File: config.mk
export PLATFORM = sky130hd
export DESIGN_NAME = npu_wb_sequencer_flat
export DESIGN_NICKNAME = d
export VERILOG_FILES = /design/src/rtl/npu_wb_pkg.sv /design/src/rtl/npu_wb_sequencer_if.sv /design/src/rtl/npu_wb_watchdog.sv /design/src/rtl/npu_wb_sequencer.sv /design/src/flat_wrapper.sv
export SDC_FILE = /design/constraint.sdc
export NUM_CORES = 1
export LEC_CHECK = 0
export CAP_MARGIN = 20
export CORE_UTILIZATION = 50
export DETAILED_ROUTE_END_ITERATION = 7
export GPL_ROUTABILITY_DRIVEN = 0
export PLACE_DENSITY = 0.85
export SYNTH_ARGS = -nofsm -noshare
export SYNTH_HDL_FRONTEND = slang
export SYNTH_SLANG_ARGS = --single-unit
export TNS_END_PERCENT = 1
File: constraint.sdc
create_clock -name clk -period 3.6 [get_ports clk]
set_input_delay 1.08 -clock clk [delete_from_list [all_inputs] [get_ports clk]]
set_output_delay 1.08 -clock clk [all_outputs]
set_load 0.01 [all_outputs]
File: src/rtl/npu_wb_pkg.sv
// npu_wb_pkg: shared state encoding and default widths for the NPU write-back path.
// NPU_WB_ADDR_W is also the hazard unit's address compare width.
package npu_wb_pkg;
   localparam int NPU_WB_ADDR_W = 10;
   localparam int NPU_WB_DATA_W = 32;
   localparam int NPU_WB_LEN_W  = 7;
   typedef enum logic [1:0] {IDLE, WAIT_DATA, WRITE, DONE} wb_state_e;
endpackage

File: src/rtl/npu_wb_sequencer_if.sv
// npu_wb_sequencer_if: start, NPU result, memory write and status signals of the write-back sequencer.
interface npu_wb_sequencer_if
   import npu_wb_pkg::*;
#(
   parameter int ADDR_W = NPU_WB_ADDR_W,
   parameter int DATA_W = NPU_WB_DATA_W,
   parameter int LEN_W  = NPU_WB_LEN_W
);
   logic              mat_start;
   logic [ADDR_W-1:0] base_addr;
   logic [LEN_W-1:0]  length;
   logic              npu_valid;
   logic [DATA_W-1:0] npu_data;
   logic              npu_ready;
   logic              mem_wr;
   logic [ADDR_W-1:0] mem_is_writing;
   logic [DATA_W-1:0] mem_wdata;
   logic              mem_ack;
   logic              EN_NPU;
   logic              done;
   logic              err;
   modport slave (
      input  mat_start, base_addr, length, npu_valid, npu_data, mem_ack,
      output npu_ready, mem_wr, mem_is_writing, mem_wdata, EN_NPU, done, err
   );
   modport master (
      output mat_start, base_addr, length, npu_valid, npu_data, mem_ack,
      input  npu_ready, mem_wr, mem_is_writing, mem_wdata, EN_NPU, done, err
   );
endinterface

File: src/rtl/npu_wb_watchdog.sv
// npu_wb_watchdog: counts cycles spent waiting for a write ack; flags the last allowed cycle.
module npu_wb_watchdog #(
   parameter int TIMEOUT_CYC = 255
) (
   input  logic clk,
   input  logic rst,
   input  logic i_clr,
   input  logic i_run,
   output logic o_expired
);
   localparam int CW = $clog2(TIMEOUT_CYC + 1);
   logic [CW-1:0] r_cnt;
   always_ff @(posedge clk) begin
      if (rst || i_clr) r_cnt <= '0;
      else if (i_run) r_cnt <= r_cnt + 1'b1;
   end
   // Expiring on count TIMEOUT_CYC-1 makes WRITE last exactly TIMEOUT_CYC cycles.
   assign o_expired = i_run && (r_cnt == CW'(TIMEOUT_CYC - 1));
endmodule

File: src/rtl/npu_wb_sequencer.sv
// npu_wb_sequencer: moves NPU result words into data memory one handshake at a time.
// Define NPU_WB_WATCHDOG_EN to abort a write whose ack never arrives and raise err.
module npu_wb_sequencer
   import npu_wb_pkg::*;
#(
   parameter int ADDR_W      = NPU_WB_ADDR_W,
   parameter int DATA_W      = NPU_WB_DATA_W,
   parameter int LEN_W       = NPU_WB_LEN_W,
   parameter int TIMEOUT_CYC = 255
) (
   input logic               clk,
   input logic               rst,
   npu_wb_sequencer_if.slave bus
);
   wb_state_e         r_state;
   logic [ADDR_W-1:0] r_base;
   logic [ADDR_W-1:0] r_addr;
   logic [LEN_W-1:0]  r_len;
   logic [LEN_W-1:0]  r_idx;
   logic [DATA_W-1:0] r_buf;
   logic              r_ready;
   logic              r_wr;
   logic              r_en;
   logic              r_done;
   logic              r_err;
   logic [ADDR_W-1:0] w_addr;
   logic              w_expired;

   assign w_addr = r_base + ADDR_W'(r_idx);

`ifdef NPU_WB_WATCHDOG_EN
   npu_wb_watchdog #(.TIMEOUT_CYC(TIMEOUT_CYC)) u_wdog (
      .clk       (clk),
      .rst       (rst),
      .i_clr     (r_state == WAIT_DATA && bus.npu_valid),
      .i_run     (r_state == WRITE),
      .o_expired (w_expired)
   );
`else
   assign w_expired = 1'b0;
`endif

   always_ff @(posedge clk) begin
      if (rst) begin
         r_state <= IDLE;
         r_base  <= '0;
         r_addr  <= '0;
         r_len   <= '0;
         r_idx   <= '0;
         r_buf   <= '0;
         r_ready <= 1'b0;
         r_wr    <= 1'b0;
         r_en    <= 1'b0;
         r_done  <= 1'b0;
         r_err   <= 1'b0;
      end else begin
         r_done <= 1'b0;
         case (r_state)
            IDLE: if (bus.mat_start && bus.length != '0) begin
               r_base  <= bus.base_addr;
               r_len   <= bus.length;
               r_idx   <= '0;
               r_err   <= 1'b0;
               r_ready <= 1'b1;
               r_en    <= 1'b1;
               r_state <= WAIT_DATA;
            end
            WAIT_DATA: if (bus.npu_valid) begin
               r_buf   <= bus.npu_data;
               r_addr  <= w_addr;
               r_wr    <= 1'b1;
               r_ready <= 1'b0;
               r_state <= WRITE;
            end
            WRITE: if (bus.mem_ack) begin
               r_wr <= 1'b0;
               if (r_idx == r_len - 1'b1) begin
                  r_done  <= 1'b1;
                  r_en    <= 1'b0;
                  r_state <= DONE;
               end else begin
                  r_idx   <= r_idx + 1'b1;
                  r_ready <= 1'b1;
                  r_state <= WAIT_DATA;
               end
            end else if (w_expired) begin
               r_wr    <= 1'b0;
               r_err   <= 1'b1;
               r_done  <= 1'b1;
               r_en    <= 1'b0;
               r_state <= DONE;
            end
            DONE: r_state <= IDLE;
            default: r_state <= IDLE;
         endcase
      end
   end

   // r_addr only updates on entry to WRITE, so the address holds between writes.
   assign bus.npu_ready      = r_ready;
   assign bus.mem_wr         = r_wr;
   assign bus.mem_is_writing = r_addr;
   assign bus.mem_wdata      = r_buf;
   assign bus.EN_NPU         = r_en;
   assign bus.done           = r_done;
   assign bus.err            = r_err;
endmodule

File: src/flat_wrapper.sv
// flat-port wrapper written by rule: the top's interface ports become plain ports
module npu_wb_sequencer_flat import npu_wb_pkg::*;
#(
   parameter int ADDR_W      = NPU_WB_ADDR_W,
   parameter int DATA_W      = NPU_WB_DATA_W,
   parameter int LEN_W       = NPU_WB_LEN_W,
   parameter int TIMEOUT_CYC = 255
)
  (clk, rst, bus_mat_start, bus_base_addr, bus_length, bus_npu_valid, bus_npu_data, bus_mem_ack, bus_npu_ready, bus_mem_wr, bus_mem_is_writing, bus_mem_wdata, bus_EN_NPU, bus_done, bus_err);
  npu_wb_sequencer_if #(.ADDR_W(ADDR_W), .DATA_W(DATA_W), .LEN_W(LEN_W)) bus_i ();
  input logic clk;
  input logic rst;
  input wire logic [$bits(bus_i.mat_start)-1:0] bus_mat_start;
  input wire logic [$bits(bus_i.base_addr)-1:0] bus_base_addr;
  input wire logic [$bits(bus_i.length)-1:0] bus_length;
  input wire logic [$bits(bus_i.npu_valid)-1:0] bus_npu_valid;
  input wire logic [$bits(bus_i.npu_data)-1:0] bus_npu_data;
  input wire logic [$bits(bus_i.mem_ack)-1:0] bus_mem_ack;
  output wire logic [$bits(bus_i.npu_ready)-1:0] bus_npu_ready;
  output wire logic [$bits(bus_i.mem_wr)-1:0] bus_mem_wr;
  output wire logic [$bits(bus_i.mem_is_writing)-1:0] bus_mem_is_writing;
  output wire logic [$bits(bus_i.mem_wdata)-1:0] bus_mem_wdata;
  output wire logic [$bits(bus_i.EN_NPU)-1:0] bus_EN_NPU;
  output wire logic [$bits(bus_i.done)-1:0] bus_done;
  output wire logic [$bits(bus_i.err)-1:0] bus_err;
  assign bus_i.mat_start = bus_mat_start;
  assign bus_i.base_addr = bus_base_addr;
  assign bus_i.length = bus_length;
  assign bus_i.npu_valid = bus_npu_valid;
  assign bus_i.npu_data = bus_npu_data;
  assign bus_i.mem_ack = bus_mem_ack;
  assign bus_npu_ready = bus_i.npu_ready;
  assign bus_mem_wr = bus_i.mem_wr;
  assign bus_mem_is_writing = bus_i.mem_is_writing;
  assign bus_mem_wdata = bus_i.mem_wdata;
  assign bus_EN_NPU = bus_i.EN_NPU;
  assign bus_done = bus_i.done;
  assign bus_err = bus_i.err;
  npu_wb_sequencer #(.ADDR_W(ADDR_W), .DATA_W(DATA_W), .LEN_W(LEN_W), .TIMEOUT_CYC(TIMEOUT_CYC)) u_core (.clk(clk), .rst(rst), .bus(bus_i));
endmodule
## After elaboration in Yosys (flattened, before gate mapping)

Cells that the tools add are included.

- Register bits: 72
- Bits in latches: 0
- RAM bits: 0
- Bits in read-only memories: 0
- Bits of input ports: 54
- Memories kept: 0

- $add $sub $neg: 3
- Multiply operators: 0
- Divide/modulo/power cells: 0
- Magnitude comparators: 0
- Equality and inequality tests: 9
- Shift-type cells: 0
- Muxes and demuxes: 21
- Bitwise logic cells: 2
- Reductions and logical operators: 14

Operators with widths:

| kind | number |
|---|---|
| 2-to-1 mux 7 bit | 3 |
| case mux 7 bit (2 select lines) | 1 |
| adder 10 x 7 -> 10 bit | 1 |
| 2-to-1 mux 1 bit | 9 |
| 2-to-1 mux 2 bit | 4 |
| case mux 2 bit (4 select lines) | 1 |
| AND reduction 4 bit | 2 |
| adder 7 x 1 -> 7 bit, second input constant | 1 |
| equality test 7 bit | 1 |
| nonzero test 7 bit | 1 |
| subtractor 7 x 1 -> 7 bit, second input constant | 1 |
| inequality test 2 bit, second input constant | 3 |
| AND reduction 3 bit | 2 |
| AND reduction 5 bit | 1 |
| equality test 2 bit, second input constant | 2 |
| inequality test 2 x 1 -> 1 bit, second input constant | 2 |
| case mux 1 bit (2 select lines) | 2 |
| AND reduction 2 bit | 2 |
| nonzero test 2 bit | 2 |
| case mux 1 bit (3 select lines) | 1 |
| nonzero test 3 bit | 1 |
| OR reduction 3 bit | 1 |
| equality test 2 x 1 -> 1 bit, second input constant | 1 |
| logical NOT 2 bit | 1 |
| 2 further kinds | 3 |

## Logic depth before layout (Yosys ltp)

Gate-level depths: netlist of run 1.

- Depth after elaboration: 5
- Gate-level depth with buffers: 9
- Mapped depth without buffers: 9

## Worst setup path after synthesis of run 1

No wires, ideal clock.

- Path kind: input to register
- Start: input bus_length[3]
- End: register u_core.r_len[2]
- Arrival: 2.472 ns
- Setup slack: 1.000 ns
- Stages: 7
- Path buffers: 2
- Path through: or4_1 -> o41ai_2 -> or3_1 -> buf_6 -> buf_12 -> mux2i_1 -> nor2_1

- Cells in the longest elaborated chain, start to end: 3

Ends and longest elaborated chain:

| item | line | source |
|---|---|---|
| start: declaration | flat_wrapper.sv:15 | `input wire logic [$bits(bus_i.length)-1:0] bus_length;` |
| nonzero test 7 bit | npu_wb_sequencer.sv:59 | `IDLE: if (bus.mat_start && bus.length != '0) begin` |
| logical AND 1 bit | npu_wb_sequencer.sv:59 |  |
| AND reduction 2 bit (no line) | -- |  |
| end signal: assignment | npu_wb_sequencer.sv:61 | `r_len <= bus.length;` |
| end: declaration | npu_wb_sequencer.sv:18 | `logic [LEN_W-1:0] r_len;` |

No other way between the ends.
A chain may end at the register's enable or synchronous reset.

## Worst setup path after layout of run 1

- Start: input bus_length[3]
- End: register u_core.r_idx[3]

- Cells in the longest elaborated chain, start to end: 4

Ends and longest elaborated chain:

| item | line | source |
|---|---|---|
| nonzero test 7 bit | npu_wb_sequencer.sv:59 |  |
| logical AND 1 bit | npu_wb_sequencer.sv:59 |  |
| inequality test 2 x 1 -> 1 bit (no line) | -- |  |
| AND reduction 4 bit (no line) | -- |  |
| end signal: assignment | npu_wb_sequencer.sv:82 | `r_idx <= r_idx + 1'b1;` |
| end: declaration | npu_wb_sequencer.sv:19 | `logic [LEN_W-1:0] r_idx;` |

No other way between the ends.

==> flow_summary.toml, run 1 <==
[detailed_routing]
routed_wl_mm = 7.944
drc = 0
wl_per_cell_um = 14.24
vias_per_cell = 5.310
highest_layer = "met4"
ant_nets = 0
dr.pass1.iters = 5
vias = 2963
drt-initial-drc-count = 135
wl_met1_mm = 3.396
wl_met2_mm = 3.982
wl_met3_um = 387

[min_path]
min_path_cells = 2
min_to = "u_core.bus.mem_is_writing[7]$_SDFFE_PP0P_"
hold_start = "u_core.bus.mem_is_writing[7]$_SDFFE_PP0P_"
hold_class = "reg2reg"

[clock_tree]
hold_buffers = 0
clockBufferDepth = 2
clkTransAtPathRegs_ns = 0.07
cts_setup_buffers = 0
cts_htree_levels = 3
clock_latency_ns = 0.36
cts.sinks = 72
cts_tree = "yes"
post_cts_resized = 0
clockRootBuffer = "clkbuf_8"
numCtsBuffers = 9

[synthesis]
synth.yosys.warnings = 0
syn_nets = 449
seq_area_frac_synth_pct = 44.38
ys_async_sr_fraction_pct = 0
synth_largest_area_cell = "dfxtp_1"
synthTopCellsByCount = "nand2_1 (81), dfxtp_1 (72), a21oi_1 (52)"
yosys_register_bits = 72
avgSynthCellArea_um2 = 8.437
yosysUniqueCellTypes = 52
synth_flop_cell = "dfxtp_1"
syn_inst = 385
synth.most_common_cell = "nand2_1"
synth-edff-count = 0
synth_top_area_share_pct = 44.38
synth_area_um2 = 3248
synthTopCellsByArea = "dfxtp_1 (44%), nand2_1 (9.4%), a21oi_1 (8.0%), mux2i_1 (5.2%), ha_1 (3.5%)"

[run]
maxCapViolCount = 0

[setup_path]
rr_endpoint = "u_core.r_idx[3]$_SDFFE_PP0P_"
arrival_ns = 3.09
worst-r2r-setup-slack_ns = 0.99
cp_max_fo = 15
reg2regPathDepth = 8
worstPathRequired_ns = 3.84
startpoint_type = "input port"
r2r_start = "u_core.r_len[0]$_SDFFE_PP0P_"
critPathKind = "in2reg"
crit_path_end_kind = "flop"

[die]
die_area_um2 = 6823
core_area_um2 = 6314
dieHeight_um = 82.60
placementRows = 29
die_w_um = 82.60
initial_utilization_pct = 51.45
boundaryPins = 101

[final_layout]
ff_latch_area_um2 = 1441
final_util_pct = 70.81
final_nets = 541
area_delta_synth_final_pct = 37.63
fin_cells = 558
nFillCells = 489
drive_above_1_share_pct = 7.277
multi_input_area_um2 = 1633
n_antenna_cell = 0

[timing]
max_freq_ghz = 0.3513
tns_ns = 0
hold_viol_final = 0
worst_slew_pin_slew_ns = 1.015
rsz0062_at_grt = "no"
maxSlewViolCount = 0
fin_crit_sh_pct = 79.07
min_period_ns = 2.846
slew_headroom_pct = 32.24
setup_viol = 0
finalClockSkew_ns = 0.009192

[grt]
overflow = 0
grt_pass1_vias = 2545
grt.total_usage_pct = 23.50
grt_pass1_wl_mm = 11.88
antenna_found_initial = 0
grt_max_degree = 46

[place]
numPlacedInstances = 543
hpwlAfterDp_mm = 5.410
portBuffers = 99

[pwr]
p_leak_nw = 1.691
power_density_nw_per_um2 = 419.1
worst_ir_drop_vdd_mv = 0.3907

[run_status]
status = "complete, no violations"
cell type report:
type	instances	share of cell area (%)
Tap cell	77	2.155
Clock buffer	10	3.079
Clock inverter	5	1.819
Timing Repair Buffer	104	23.17
Inverter	12	1.008
Multi-Input combinational cell	278	36.52
Sequential cell	72	32.24
worst max-delay path by stage:
stage                  start                           end  depth (start not counted)
3_3_place_gp   bus_length[3]  u_core.r_idx[0]$_SDFFE_PP0P_                          7
5_1_grt        bus_length[3]  u_core.r_idx[3]$_SDFFE_PP0P_                          7
2_1_floorplan  bus_length[3]  u_core.r_len[2]$_SDFFE_PP0P_                          7
6_report       bus_length[3]  u_core.r_idx[3]$_SDFFE_PP0P_                          7
3_5_place_dp   bus_length[3]  u_core.r_idx[1]$_SDFFE_PP0P_                          7
4_1_cts        bus_length[3]  u_core.r_idx[3]$_SDFFE_PP0P_                          7
sequential cells by signal, summed over array words and instances (netlist names):
name and count:
u_core.bus.done 1, u_core.bus.mem_wr 1, u_core.bus.npu_ready 1, u_core.bus.mem_wdata 32, u_core.r_state 2, u_core.r_base 10
u_core.bus.mem_is_writing 10, u_core.r_len 7, u_core.bus.EN_NPU 1, u_core.r_idx 7
metrics by stage:
stage / setup slack (ns) / power, mW / cell area (um^2) / hold slack (ns)
global placement: 0.4650 / 1.169 / 4252 / 0.4410
global route: 0.5598 / 1.954 / 4471 / 0.4728
detailed placement: 0.4120 / 1.179 / 4252 / 0.4455
CTS: 0.7751 / 1.884 / 4471 / 0.4564
floorplan: 1.000 / 1.047 / 3248 / 0.4676
finish: 0.7535 / 1.874 / 4471 / 0.4535
layout by cell type (no fill, tap or decap), types with 4 or more instances in the layout:
| cell type | instances |
|---|---|
| nor2_1 | 29 |
| xnor2_1 | 5 |
| nand2_1 | 81 |
| o21ai_0 | 6 |
| or3_1 | 10 |
| clkbuf_8 | 10 |
| a21oi_1 | 52 |
| mux2i_1 | 17 |
| clkdlybuf4s50_1 | 98 |
| ha_1 | 9 |
| buf_4 | 4 |
| nand3_1 | 7 |
| inv_1 | 12 |
| nor3_1 | 8 |
| dfxtp_1 | 72 |
| xor2_1 | 5 |
kinds of logic (layout without fill, tap and decap cells):
logic type	after synthesis	after routing	synth area share, %
buffers and inverters	35	131	5.431
muxes	17	17	5.239
xor gates and xnor gates	11	11	3.197
DFF	72	72	44.38
adders and majority gates	10	10	4.083
and+or+nand+nor	154	154	20.96
AOI/OAI and AO/OA	85	85	16.60
other	1	1	0.1155
power breakdown:
part / total, mW / switching, mW / leakage, nW / internal, mW
clock: 0.710 / 0.305 / 0.108 / 0.405
combinational: 0.299 / 0.139 / 0.996 / 0.159
sequential: 0.865 / 0.0303 / 0.586 / 0.835
total: 1.87 / 0.475 / 1.69 / 1.40
layer usage:
metal  global-route usage (%)  vias up
met5                        0        -
met4                    10.00        0
met3                    6.484       14
met2                    39.59       72
met1                    28.04     1388
li1                         -     1489
worst max-delay path: stages:
cell,delay [ns]
clkdlybuf4s50_1,0.42
or4_1,0.54
o41ai_2,0.23
o21ai_0,0.17
o311ai_2,0.32
or3_1,0.24
a21oi_1,0.07
Power figures use the tool's default switching activity.
==> run 2, diff against run 1 <==
Settings changed: CORE_UTILIZATION 50 to 42, PLACE_DENSITY 0.85 to 0.76.
Clock period 3.6 ns to 2.5 ns, I/O delays scaled along.
==> run 2 against run 1 <==
Compared with the run above: setup slack worse by 0.73 ns; hold slack better by 0.0021 ns; via count up 2.0%; critical endpoint is now u_core.r_len[0]$_SDFFE_PP0P_; clock power up 44%; largest power group unchanged; combinational power up 58%; design area up 4.0%; register-to-register slack worse by 0.63 ns; critical path depth unchanged; core utilization down 7.7 points; non-clock buffer count up 13.
==> flow_summary.toml, run 2 (same netlist as run 1, synthesis figures left out) <==
[timing]
finalWorstSetupSlack_ns = 0.02660
maxSlewViolCount = 0
fin_crit_sh_pct = 98.94
finalClockSkew_ns = 0.01089
min_period_ns = 2.473
hold_viol_final = 0
tns_ns = 0
max_freq_ghz = 0.4043
rsz0062_at_grt = "yes"
setup_viol = 0

[detailed_routing]
wl_per_cell_um = 13.29
vias = 3022
ant_nets = 0
vias_per_cell = 5.079
drc = 0
routed_wl_mm = 7.908
dr.pass1.iters = 4
drt-initial-drc-count = 153

[final_layout]
mostFrequentLayoutCells = "clkdlybuf4s50_1 (98), nand2_1 (81), dfxtp_1 (72)"
final_nets = 555
n_antenna_cell = 0
design_area_um2 = 4651
area_delta_synth_final_pct = 43.18
drive_above_1_share_pct = 10.08
final_common_cell = "clkdlybuf4s50_1"
largest_reg_flops = 32

[die]
boundaryPins = 101
die_w_um = 89.94
dieHeight_um = 89.94
core_area_um2 = 7370
initial_utilization_pct = 44.07
die_area_um2 = 8089
placementRows = 31

[place]
place_area_um2 = 4382
pre_cts_ws_ns = -0.4012
hpwlAfterDp_mm = 5.563
portBuffers = 99

[run]
maxCapViolCount = 0

[clock_tree]
clockRootBuffer = "clkbuf_8"
clock_latency_ns = 0.35
cts_tree = "yes"
cts.sinks = 72
cts_htree_levels = 3
clkTransAtPathRegs_ns = 0.08
clockBufferDepth = 2
hold_buffers = 0
numCtsBuffers = 9

[pwr]
power_density_nw_per_um2 = 587.7
switchingPower_mw = 0.7108
seq_power_share_pct = 45.4
p_sw_share_pct = 26.00
intPower_mw = 2.023
clock_power_share_pct = 37.3
p_comb_share_pct = 17.3
p_leak_nw = 1.770
worst_ir_drop_vdd_mv = 0.3064

[setup_path]
cp_max_fo = 8
crit_path_end_kind = "flop"
worstPathRequired_ns = 2.73
critPathKind = "in2reg"
startpoint_type = "input port"
arrival_ns = 2.70

[grt]
grt_max_degree = 48
antenna_found_initial = 0
overflow = 0
grt.total_usage_pct = 20.04
grt_pass1_vias = 2935
grt_pass1_wl_mm = 13.21

[run_status]
status = "complete, no violations"

[min_path]
hold_class = "reg2reg"
-- run 2: critical path, cell delays in order --
cell,delay [ns]
clkdlybuf4s50_1,0.41
or4_1,0.56
o41ai_2,0.31
or3_4,0.21
buf_4,0.19
mux2i_1,0.22
nor2_1,0.05
-- run 2: worst paths after layout --
kind / from / endpoint / slack (ns) / depth (start not counted)
min reg2reg: u_core.bus.mem_wdata[31]$_SDFFE_PP0P_ / u_core.bus.mem_wdata[31]$_SDFFE_PP0P_ / 0.46 / 2
max reg2reg: u_core.r_idx[2]$_SDFFE_PP0P_ / u_core.bus.mem_is_writing[9]$_SDFFE_PP0P_ / 0.36 / 7
max: bus_length[3] / u_core.r_len[0]$_SDFFE_PP0P_ / 0.03 / 7
min: u_core.bus.mem_wdata[31]$_SDFFE_PP0P_ / u_core.bus.mem_wdata[31]$_SDFFE_PP0P_ / 0.46 / 2
-- run 2: timing repair --
item                                    in CTS  in global routing
resized for setup                            1                  3
cloned                                       0                  1
endpoints found under the setup margin       7                 18
pin swaps                                    0                  1
setup buffers                                0                  1
-- run 2: power groups by stage --
stage          sequential (mW)  combinational (mW)  clock (mW)
2_1_floorplan             1.27               0.233           0
3_5_place_dp              1.27               0.449           0
6_report                  1.24               0.472        1.02
3_3_place_gp              1.27               0.441           0
4_1_cts                   1.24               0.457        1.04
5_1_grt                   1.25               0.515        1.09
-- run 2: routing by layer --
metal | global-route usage, % | wire length, um | vias to the layer above | part of all wire [%]
met3 | 3.299 | 352 | 21 | 4.5
li1 | - | - | 1533 | -
met1 | 24.91 | 3649 | 1388 | 46
met2 | 33.14 | 3684 | 80 | 47
met5 | 0 | 0 | - | 0
met4 | 11.02 | 221 | 0 | 2.8
-- run 2: per-stage QoR --
| stage | hold WS [ns] | instances | total power [mW] | utilization, % |
|---|---|---|---|---|
| final | 0.4555 | 595 | 2.733 | 63.11 |
| after global routing | 0.4720 | 595 | 2.852 | 63.11 |
| after floorplan | 0.4676 | 385 | 1.508 | - |
| after global placement | 0.4406 | 577 | 1.706 | 59.46 |
| after CTS | 0.4562 | 593 | 2.737 | 62.58 |
| after detailed placement | 0.4467 | 577 | 1.717 | 59.46 |
-- run 2: layout make-up --
class | instances | area [um^2]
flip-flops and latches | 72 | 1441
well taps | 99 | 123.9
clock buffers | 10 | 127.6
inverters | 12 | 45.04
clock inverters | 6 | 92.59
fillers | 624 | 2719
multi-input cells | 279 | 1674
repair buffers | 117 | 1146
==> run 3, diff against run 2 <==
Settings changed: CORE_UTILIZATION 42 to 50, PLACE_DENSITY 0.76 to 0.85.
Clock period 2.5 ns to 3.05 ns, I/O delays scaled along.
==> run 3 against run 2 <==
Compared with the run above: total power fell by 17%; final cell count decreased by 5.9%; combinational power decreased by 25%; via count decreased by 0.76%; routed wire length increased by 1.8%; sequential power is 18% lower; highest routed layer unchanged; global-route usage up 3.6 points.
==> flow_summary.toml, run 3 (same netlist as run 1, synthesis figures left out) <==
[timing]
slew_headroom_pct = 32.69
maxSlewViolCount = 0
hold_viol_final = 0
fin_crit_sh_pct = 89.09
worst_slew_pin_slew_ns = 1.008
finalClockSkew_ns = 0.005597
rsz0062_at_grt = "no"
min_period_ns = 2.717
holdWs_ns = 0.4551
max_freq_ghz = 0.3680
setup_viol = 0

[setup_path]
worstPathRequired_ns = 3.33
cp_max_fo = 15
cp_slowest_stage_delay_ns = 0.57
slowest_stage = "or4_1"
rr_endpoint = "u_core.r_idx[6]$_SDFFE_PP0P_"
critPathKind = "in2reg"
arrival_ns = 3.00
worst-r2r-setup-slack_ns = 0.46
reg2regPathDepth = 8
path_buf_inv = 1
startpoint_type = "input port"
crit_path_end_kind = "flop"
worstPathCellList = "clkdlybuf4s50_1, or4_1, o41ai_2, o21ai_0, o311ai_2, o21ai_1, a21oi_1"
r2r_start = "u_core.r_len[0]$_SDFFE_PP0P_"
cpLargestDelayFamily = "compound AO/OA/AOI/OAI gates"

[grt]
grt_pass1_wl_mm = 12.16
antenna_found_initial = 0
grt_pass1_vias = 2665
overflow = 0
grt.total_usage_pct = 23.67
grt_max_degree = 34

[detailed_routing]
ant_nets = 0
routed_wl_mm = 8.053
drc = 0
drt-initial-drc-count = 117
vias = 2999
vias_per_cell = 5.355
dr.pass1.iters = 4
wl_per_cell_um = 14.38

[pwr]
power_density_nw_per_um2 = 505.1
p_leak_nw = 1.708
worst_ir_drop_vdd_mv = 0.4270

[clock_tree]
cts_tree = "yes"
cts_setup_buffers = 0
clockBufferDepth = 2
cts.sinks = 72
clockRootBuffer = "clkbuf_8"
cts_htree_levels = 3
hold_buffers = 0
post_cts_resized = 0
numCtsBuffers = 9
clkTransAtPathRegs_ns = 0.08
clock_latency_ns = 0.34

[min_path]
min_to = "u_core.bus.mem_wdata[6]$_SDFFE_PP0P_"
hold_start = "u_core.bus.mem_wdata[6]$_SDFFE_PP0P_"
min_path_cells = 2
hold_class = "reg2reg"

[die]
dieHeight_um = 82.60
placementRows = 29
core_area_um2 = 6314
boundaryPins = 101
die_area_um2 = 6823
initial_utilization_pct = 51.45
die_w_um = 82.60

[run]
maxCapViolCount = 0

[final_layout]
final_nets = 543
mostFrequentLayoutCells = "clkdlybuf4s50_1 (98), nand2_1 (81), dfxtp_1 (72)"
n_antenna_cell = 0
largest_reg_flops = 32
final_common_cell = "clkdlybuf4s50_1"
area_delta_synth_final_pct = 38.14
drive_above_1_share_pct = 7.660
final_util_pct = 71.07

[place]
portBuffers = 99
hpwlAfterDp_mm = 5.695

[run_status]
status = "complete, no violations"
[run 3: cell types whose count changed in the layout (fill, tap and decap cells not counted), moves of 2 or more]
cell	change
clkinv_2	+2
buf_4	-9
clkinvlp_4	-2
buf_12	-2
o311ai_4	-2
[run 3: where the power goes]
group / internal [mW] / total [mW] / leakage (nW) / switching, mW
Clock: 0.537 / 0.892 / 0.119 / 0.354
Sequential: 0.985 / 1.02 / 0.586 / 0.0368
Combinational: 0.188 / 0.353 / 1.00 / 0.165
Total: 1.71 / 2.27 / 1.71 / 0.556
[run 3: layout make-up]
type                    instances  area [um^2]
well taps                      77        96.34
inverters                      12        45.04
multi-input cells             278         1633
clock inverters                 6        108.9
clock buffers                   9        123.9
fillers                       487         1827
repair buffers                106         1039
flip-flops and latches         72         1441
[run 3: tightest hold or removal path: stages, from the launching register on]
cell and delay, ns:
dfxtp_1 0.31, nand2_1 0.05, a21oi_1 0.05
[run 3: worst max path at each step]
stage | from | to | slack, ns | depth (start not counted)
global route | bus_length[3] | u_core.r_idx[1]$_SDFFE_PP0P_ | 0.26 | 7
global placement | bus_length[3] | u_core.r_idx[0]$_SDFFE_PP0P_ | 0.10 | 7
finish | bus_length[3] | u_core.r_idx[6]$_SDFFE_PP0P_ | 0.33 | 7
floorplan | bus_length[3] | u_core.r_len[2]$_SDFFE_PP0P_ | 0.62 | 7
detailed placement | bus_length[3] | u_core.r_idx[3]$_SDFFE_PP0P_ | -0.02 | 7
CTS | bus_length[3] | u_core.r_idx[6]$_SDFFE_PP0P_ | 0.34 | 7
[run 3: metrics by stage]
stage | setup TNS (ns) | power, mW | instances | cell area, um^2 | worst slack (ns)
floorplan | 0 | 1.236 | 385 | 3248 | 0.6152
detailed placement | -0.05236 | 1.392 | 545 | 4254 | -0.02029
finish | 0 | 2.266 | 560 | 4487 | 0.3329
global route | 0 | 2.362 | 560 | 4487 | 0.2559
CTS | 0 | 2.273 | 560 | 4487 | 0.3389
global placement | 0 | 1.380 | 545 | 4254 | 0.1006
[run 3: layer usage]
layer	vias up	wire length, um	part of all wire (%)	track usage, %
li1	1503	-	-	-
met4	0	157	1.9	11.21
met2	83	4038	50	39.17
met1	1398	3488	43	29.46
met3	15	369	4.6	4.725
met5	-	0	0	0
